===== config.mk =====
export PLATFORM = sky130hd
export DESIGN_NAME = fwd_hazard_unit
export DESIGN_NICKNAME = d
export VERILOG_FILES = /design/src/rtl/rv_pipe_pkg.sv /design/src/rtl/fwd_port_sel.sv /design/src/rtl/fwd_hazard_unit.sv
export SDC_FILE = /design/constraint.sdc
export NUM_CORES = 1
export LEC_CHECK = 0
export CAP_MARGIN = 30
export CORE_UTILIZATION = 40
export DETAILED_ROUTE_END_ITERATION = 12
export GPL_ROUTABILITY_DRIVEN = 0
export PLACE_DENSITY = 0.78
export SLEW_MARGIN = 25
export SYNTH_ARGS = -nofsm -noshare
export SYNTH_HDL_FRONTEND = slang
export SYNTH_SLANG_ARGS = --single-unit

===== constraint.sdc =====
create_clock -name clk -period 2.7 [get_ports clk]
set_clock_uncertainty 0.05 [all_clocks]
set_input_delay 0.27 -clock clk [delete_from_list [all_inputs] [get_ports clk]]
set_output_delay 0.27 -clock clk [all_outputs]
set_load 0.01 [all_outputs]

===== src/rtl/rv_pipe_pkg.sv =====
// Shared RV pipeline constants: forward source encodings, result-ready stages, shadow entry layout.
// Purely declarative; no timing and no flow control of its own.
// Consumers import it to agree on fwd_entry_t and on how result-ready stages are normalised.
package rv_pipe_pkg;

    localparam int REG_AW     = 5;
    localparam int FWD_SRC_RF = 0;
    localparam int FWD_SRC_M  = 1;
    localparam int FWD_SRC_WB = 2;

    localparam logic [2:0] RDY_ALU  = 3'd1;
    localparam logic [2:0] RDY_LOAD = 3'd2;

    typedef struct packed {
        logic              vld;
        logic [REG_AW-1:0] rd;
        logic [2:0]        rdy;
    } fwd_entry_t;

    // A result can never be ready before stage 1, and once it reaches the last
    // tracked stage it must be ready, so clamp into 1..depth.
    function automatic logic [2:0] clamp_rdy(input logic [2:0] rdy, input int depth);
        logic [2:0] d;
        d = 3'(depth);
        if (rdy == 3'd0) return RDY_ALU;
        if (rdy > d) return d;
        return rdy;
    endfunction

endpackage


===== src/rtl/fwd_port_sel.sv =====
// Per-read-port priority match: youngest shadow stage writing rs gives sel; late if its data is not yet produced.
// Fully combinational, zero cycles.
// No flow control; the late flag feeds the top-level stall OR.
module fwd_port_sel
    import rv_pipe_pkg::*;
#(
    parameter int DEPTH = 2,
    parameter int SEL_W = $clog2(DEPTH + 1)
) (
    input  logic [REG_AW-1:0]        rs,
    input  fwd_entry_t [DEPTH-1:0]   stages,
    output logic [SEL_W-1:0]         sel,
    output logic                     late
);

    // Scan oldest to youngest so the youngest match is the last assignment.
    always_comb begin
        sel  = SEL_W'(FWD_SRC_RF);
        late = 1'b0;
        for (int k = DEPTH; k >= 1; k--) begin
            if (stages[k-1].vld && (stages[k-1].rd == rs) && (rs != '0)) begin
                sel  = SEL_W'(k);
                late = int'(stages[k-1].rdy) > k;
            end
        end
    end

endmodule


===== src/rtl/fwd_hazard_unit.sv =====
// Forwarding/hazard unit: DEPTH-stage shadow pipe of post-EX writers, youngest-match select, late-result stall; FWD_STALL_CNT_EN adds a stall counter.
// Latency: fwd_sel_o/stall_o are combinational from EX inputs and shadow state; shadow pipe advances every clk unless hold_i.
// Backpressure: stall_o holds IF/ID/EX and injects a bubble into stage 1; hold_i freezes the shadow pipe entirely.
module fwd_hazard_unit #(
    parameter  int REG_AW = rv_pipe_pkg::REG_AW,
    parameter  int NUM_RP = 2,
    parameter  int DEPTH  = 2,
    localparam int SEL_W  = $clog2(DEPTH + 1)
) (
    input  logic                     clk,
    input  logic                     rst_n,
    input  logic                     hold_i,
    input  logic                     flush_i,
    input  logic                     ex_valid_i,
    input  logic [NUM_RP*REG_AW-1:0] ex_rs_i,
    input  logic [REG_AW-1:0]        ex_rd_i,
    input  logic                     ex_regwrite_i,
    input  logic [2:0]               ex_rdy_i,
    output logic [NUM_RP*SEL_W-1:0]  fwd_sel_o,
    output logic                     stall_o,
    output logic [31:0]              stall_cnt_o
);

    rv_pipe_pkg::fwd_entry_t [DEPTH-1:0] stages;
    rv_pipe_pkg::fwd_entry_t             ex_entry;
    logic [NUM_RP-1:0]                   late;

    for (genvar p = 0; p < NUM_RP; p++) begin : g_port
        fwd_port_sel #(
            .DEPTH (DEPTH),
            .SEL_W (SEL_W)
        ) u_sel (
            .rs     (ex_rs_i[p*REG_AW +: REG_AW]),
            .stages (stages),
            .sel    (fwd_sel_o[p*SEL_W +: SEL_W]),
            .late   (late[p])
        );
    end

    assign stall_o = ex_valid_i & ~flush_i & (|late);

    always_comb begin
        ex_entry     = '0;
        ex_entry.vld = ex_regwrite_i;
        ex_entry.rd  = ex_rd_i;
        ex_entry.rdy = rv_pipe_pkg::clamp_rdy(ex_rdy_i, DEPTH);
    end

    // Stage DEPTH falls off the end: the regfile is write-first, so it is visible there the same cycle.
    always_ff @(posedge clk or negedge rst_n) begin
        if (!rst_n) begin
            stages <= '0;
        end else if (!hold_i) begin
            for (int k = DEPTH - 1; k >= 1; k--) begin
                stages[k] <= stages[k-1];
            end
            if (stall_o || flush_i || !ex_valid_i) begin
                stages[0] <= '0;
            end else begin
                stages[0] <= ex_entry;
            end
        end
    end

`ifdef FWD_STALL_CNT_EN
    logic [31:0] stall_cnt;

    always_ff @(posedge clk or negedge rst_n) begin
        if (!rst_n) begin
            stall_cnt <= '0;
        end else if (stall_o && !hold_i && (stall_cnt != 32'hFFFF_FFFF)) begin
            stall_cnt <= stall_cnt + 32'd1;
        end
    end

    assign stall_cnt_o = stall_cnt;
`else
    assign stall_cnt_o = 32'd0;
`endif

endmodule

After elaboration in Yosys (flattened, before gate mapping)
Index checks and enable logic that the tools add are counted.
{ "totals": {"ff_bits": 18, "output_inout_bits": 37, "word_cells": 47, "inputBits": 24} }
{ "op_classes": {"order_cmp": 3, "n_mux": 16, "n_bitwise": 3, "n_eq_ne": 4, "reduce_logical": 15} }
{ "ops": {"columns": ["cell", "n"], "rows": [
  ["5-bit equality test", 4],
  ["3-bit two-way mux", 4],
  ["5-bit nonzero test", 2],
  ["9-bit two-way mux", 1],
  ["1-bit logical AND", 8],
  ["2-bit two-way mux", 4],
  ["1-bit two-way mux", 7],
  ["3-bit by 2-bit > comparator with 1-bit output, second input constant", 2],
  ["3-bit by 1-bit > comparator with 1-bit output, second input constant", 1],
  ["3-bit zero test", 1],
  ["1-bit AND", 2],
  ["1-bit logical OR", 2],
  ["2-bit OR reduction", 1],
  ["1-bit zero test", 1],
  ["1-bit inverter", 1]
]} }

Longest topological paths before layout
{ "logic_depth": {"depth_word": 10, "depth_mapped": 6, "ltp_nobuf": 5} }

By module
Synthesis repeated with hierarchy kept, for this count alone.
{ "hier_totals": {"hier_cells": 133, "hier_area_um2": 1316.3} }
{ "by_module_without_submodules": {"columns": ["module", "area_each_um2", "cells_per_inst", "seq_area_each_um2", "n_inst"], "rows": [
  ["fwd_hazard_unit", 970.9, 91, 450.4, 1],
  ["fwd_port_sel", 172.7, 21, 0.0, 2]
]} }

Worst setup path after synthesis
Ideal clock, no wire load.
{ "synth_timing": {"path_type": "register -> output", "from": "reg, netlist name stages[5]", "to": "out stall_o", "arrival_time_ns": 1.570, "path_stages_with_launch": 7, "required_time_ns": 2.380, "setup_slack_ns": 0.810, "path_buffers": 1, "path_cell_list": "dfrtp_1 -> xnor2_1 -> nand4_1 -> nor3b_1 -> o22a_1 -> buf_6 -> o21a_1"} }
{ "synth_between": {"elab_chain_cells": 6, "word_cells_on_any_way": 10, "classes_between": "2 x eq/ne; 2 x mux; 1 x bitwise; 5 x reduce/logical"} }
{ "synth_lines": {"columns": ["item", "line", "text"], "rows": [
  ["5-bit equality test", "fwd_port_sel.sv:21", "if (stages[k-1].vld && (stages[k-1].rd == rs) && (rs != '0)) begin"],
  ["1-bit logical AND (2 in a row)", "fwd_port_sel.sv:21", null],
  ["1-bit two-way mux", "fwd_port_sel.sv:21", null],
  ["2-bit OR reduction *", "fwd_hazard_unit.sv:40", "assign stall_o = ex_valid_i & ~flush_i & (|late);"],
  ["1-bit AND *", "fwd_hazard_unit.sv:40", null],
  ["to (decl)", "fwd_hazard_unit.sv:20", "output logic stall_o,"]
]} }
Mark *: on every way between the ends. The rest lies on a longest branch, timed or not.

Final worst setup path
{ "layout_timing": {"from": "in ex_rs_i[9]", "to": "out fwd_sel_o[3]"} }
{ "layout_between": {"elab_chain_cells": 5, "word_cells_on_any_way": 9, "classes_between": "2 x eq/ne; 2 x mux; 5 x reduce/logical"} }
{ "layout_lines": {"columns": ["item", "line", "text"], "rows": [
  ["from (decl)", "fwd_hazard_unit.sv:15", "input logic [NUM_RP*REG_AW-1:0] ex_rs_i,"],
  ["5-bit equality test", "fwd_port_sel.sv:21", null],
  ["1-bit logical AND (2 in a row)", "fwd_port_sel.sv:21", null],
  ["2-bit two-way mux", "fwd_port_sel.sv:21", null],
  ["2-bit two-way mux *", "fwd_port_sel.sv:21", null],
  ["to (decl)", "fwd_hazard_unit.sv:19", "output logic [NUM_RP*SEL_W-1:0] fwd_sel_o,"]
]} }
Marks and branches as above.

==> load_flow_metrics.sql <==
INSERT INTO impl_metrics (metric_group, metric, value, unit) VALUES
('status', 'status', 'finished, final reports clean', ''),
('detailed_routing', 'detail_route.first_pass.iterations', '4', ''),
('global_routing', 'grt_first_pass_wirelength', '3750', 'um'),
('place', 'placed_cell_area', '0.00156', 'sq mm'),
('place', 'hpwl', '1990', 'um'),
('timing', 'max_freq', '0.385', 'GHz'),
('power', 'totalPowerFinal', '0.600', 'mW'),
('synthesis', 'yosys.area.top_type_share', '33.8', '%'),
('power', 'clock_power_share', '26.5', '%'),
('cts', 'clock_path_buffers', '2', ''),
('timing', 'finalSetupViolCount', '0', ''),
('finish', 'finalCoreUtilization', '52.6', '%'),
('worst_setup_path', 'critical_path_class', 'in -> out', ''),
('detailed_routing', 'wl', '2490', 'um'),
('global_routing', 'globalRoute.totalOverflow', '0', ''),
('die', 'placeableCoreArea', '0.00310', 'sq mm'),
('die', 'floorplan.die.height', '59.7', 'um'),
('cts', 'cts-buffers-inserted', '3', ''),
('timing', 'setup_tns', '0', 'ns'),
('min_path', 'worstHoldPathType', 'in -> async', ''),
('finish', 'drive_gt1_share', '17.8', '%'),
('die', 'num_rows', '20', ''),
('timing', 'grt_setup_unrepaired', 'no', ''),
('cts', 'cts_root_buffer', 'sky130_fd_sc_hd__clkbuf_4', ''),
('synthesis', 'synth_top_cells_by_area', 'sky130_fd_sc_hd__dfrtp_1 34%, sky130_fd_sc_hd__buf_4 18%, sky130_fd_sc_hd__xnor2_1 7.9%, sky130_fd_sc_hd__mux2_2 7.6%, sky130_fd_sc_hd__xor2_1 5.3%', ''),
('finish', 'top_register', 'stages', ''),
('power', 'comb_power_share', '23.0', '%'),
('detailed_routing', 'drc', '0', ''),
('die', 'die_area', '0.00356', 'sq mm'),
('finish', 'largest_register_ff_count', '18', ''),
('power', 'design_internal_power', '0.436', 'mW'),
('timing', 'report.final.hold_viol_count', '0', ''),
('finish', 'reg_top3', 'stages (18)', ''),
('place', 'dp_slack', '-0.0185', 'ns'),
('worst_setup_path', 'crit_buf_inv', '4', ''),
('worst_setup_path', 'worst_path_largest_cell_delay', '0.52', 'ns'),
('global_routing', 'number_of_antenna_violations_at_the_first_check_in_global_routing', '0', ''),
('worst_setup_path', 'crit_path_max_fanout', '3', ''),
('worst_setup_path', 'worstSetupEndpointType', 'output pin', ''),
('timing', 'final-max-slew-violation-count', '0', ''),
('finish', 'instances_no_fill', '213', ''),
('detailed_routing', 'drt_iter0_drc', '17', ''),
('worst_setup_path', 'critical_path.top_delay_family', 'buffers and inverters', ''),
('global_routing', 'number_of_global_route_vias_before_repair', '825', ''),
('power', 'ir_drop', '0.197', 'mV'),
('run', 'timing.max_cap.violations', '0', ''),
('timing', 'worst_slew_margin_rel', '40.2', '%'),
('finish', 'final_nets', '194', ''),
('finish', 'layout.area.seq', '450', 'sq um'),
('finish', 'layout_commonest_cell', 'sky130_fd_sc_hd__conb_1', ''),
('timing', 'min_period', '2.59', 'ns'),
('synthesis', 'syn_area_per_cell', '9.86', 'sq um'),
('cts', 'clkLatencyLatePin', '0.29', 'ns'),
('power', 'power.leakage', '0.753', 'nW'),
('power', 'power_frac_seq', '50.5', '%'),
('cts', 'clkSinkCount', '18', ''),
('global_routing', 'tot_gr_track_use', '14.3', '%'),
('worst_setup_path', 'path_cells', 'clkdlybuf4s50_1, xor2_1, nor4_2, o2111ai_2, buf_4, inv_1, clkdlybuf4s50_1', ''),
('synthesis', 'synthCells', '135', ''),
('finish', 'multi_input_comb_area', '749', 'sq um'),
('cts', 'cts-hold-fix-buffers', '0', ''),
('timing', 'final.setup.worst_slack', '0.105', 'ns'),
('global_routing', 'grt_start_max_net_pins', '27', ''),
('worst_setup_path', 'critical_path.startpoint_type', 'input pin', ''),
('worst_setup_path', 'crit_required', '2.38', 'ns'),
('die', 'initial_utilization', '42.9', '%'),
('cts', 'clk_pin_slew', '0.09', 'ns'),
('synthesis', 'yosys.area.top_type', 'sky130_fd_sc_hd__dfrtp_1', ''),
('synthesis', 'number_of_synthesis_warnings', '0', ''),
('synthesis', 'yosys_register_bits', '18', ''),
('detailed_routing', 'detail_route.vias_per_cell', '4.55', '');
worst reg2reg max path: stages (launching register included):
cell,delay (ns)
sky130_fd_sc_hd__dfrtp_1,0.45
sky130_fd_sc_hd__xnor2_1,0.18
sky130_fd_sc_hd__nand4_1,0.14
sky130_fd_sc_hd__buf_4,0.16
sky130_fd_sc_hd__o2111ai_2,0.24
sky130_fd_sc_hd__a21oi_4,0.10
sky130_fd_sc_hd__buf_4,0.18
sky130_fd_sc_hd__o41ai_2,0.26
cells in the mapped netlist, drive strengths merged:
library cell,instances
o31ai,6
dfrtp,18
o21ai,1
nor2b,1
mux2,9
nand4,2
nor4,2
nand2,13
o22a,1
buf,35
xnor2,12
clkbuf,1
o21a,1
a21oi,2
o2111ai,2
inv,2
nor2,3
o41ai,2
xor2,8
nand3b,6
conb,1
and2,3
nor3b,2
nor3,2
path summary, 6_finish.rpt:
kind	start	endpoint	slack [ns]	cells after the start
worst max-delay path	ex_rs_i[9]	fwd_sel_o[3]	0.11	7
worst min-delay path	rst_n	stages[3]$_DFFE_PN0N_	0.36	1
worst max register to register	stages[7]$_DFFE_PN0N_	stages[0]$_DFFE_PN0N_	0.85	7
worst min register to register	stages[0]$_DFFE_PN0N_	stages[0]$_DFFE_PN0N_	0.45	2
max in group asynchronous	rst_n	stages[2]$_DFFE_PN0N_	1.78	1
min in group clk	stages[0]$_DFFE_PN0N_	stages[0]$_DFFE_PN0N_	0.45	2
cell families after synthesis:
group / share of synthesized area (%)
muxes: 7.61
DFF: 33.8
buffers and inverters: 20.3
xor gates and xnor gates: 13.2
and+or+nand+nor: 14.0
other: 0.282
AOI/OAI and AO/OA: 10.8
metal layers:
layer / track usage, % / share of wire [%] / routed length, um / vias to the layer above
met1: 17.4 / 40 / 1000 / 457
met4: 6.98 / 1.8 / 46 / 0
met2: 24.6 / 51 / 1260 / 45
met3: 2.38 / 7.1 / 178 / 5
li1: - / - / - / 462
met5: 0 / 0 / 0 / -
final cells by class:
| type | instances | share of cell area [%] |
|---|---|---|
| multi-input cells | 110 | 45.9 |
| flip-flops and latches | 18 | 27.6 |
| repair buffers | 35 | 20.4 |
| well taps | 44 | 3.37 |
| clock buffers | 4 | 2.22 |
| inverters | 2 | 0.460 |
power groups by stage:
stage	Sequential, mW	Clock [mW]	Combinational, mW
6_report	0.303	0.159	0.138
5_1_grt	0.305	0.174	0.151
4_1_cts	0.302	0.166	0.136
3_5_place_dp	0.308	0	0.134
3_3_place_gp	0.306	0	0.129
2_1_floorplan	0.302	0	0.113
timing repair:
action                     4_1_cts  5_1_grt
setup buffers                    2        0
gates cloned                     0        0
pin swaps                        3        0
setup endpoints to repair        1        1
resized for setup                1        4
No activity file was read; power rests on OpenSTA's default activity.
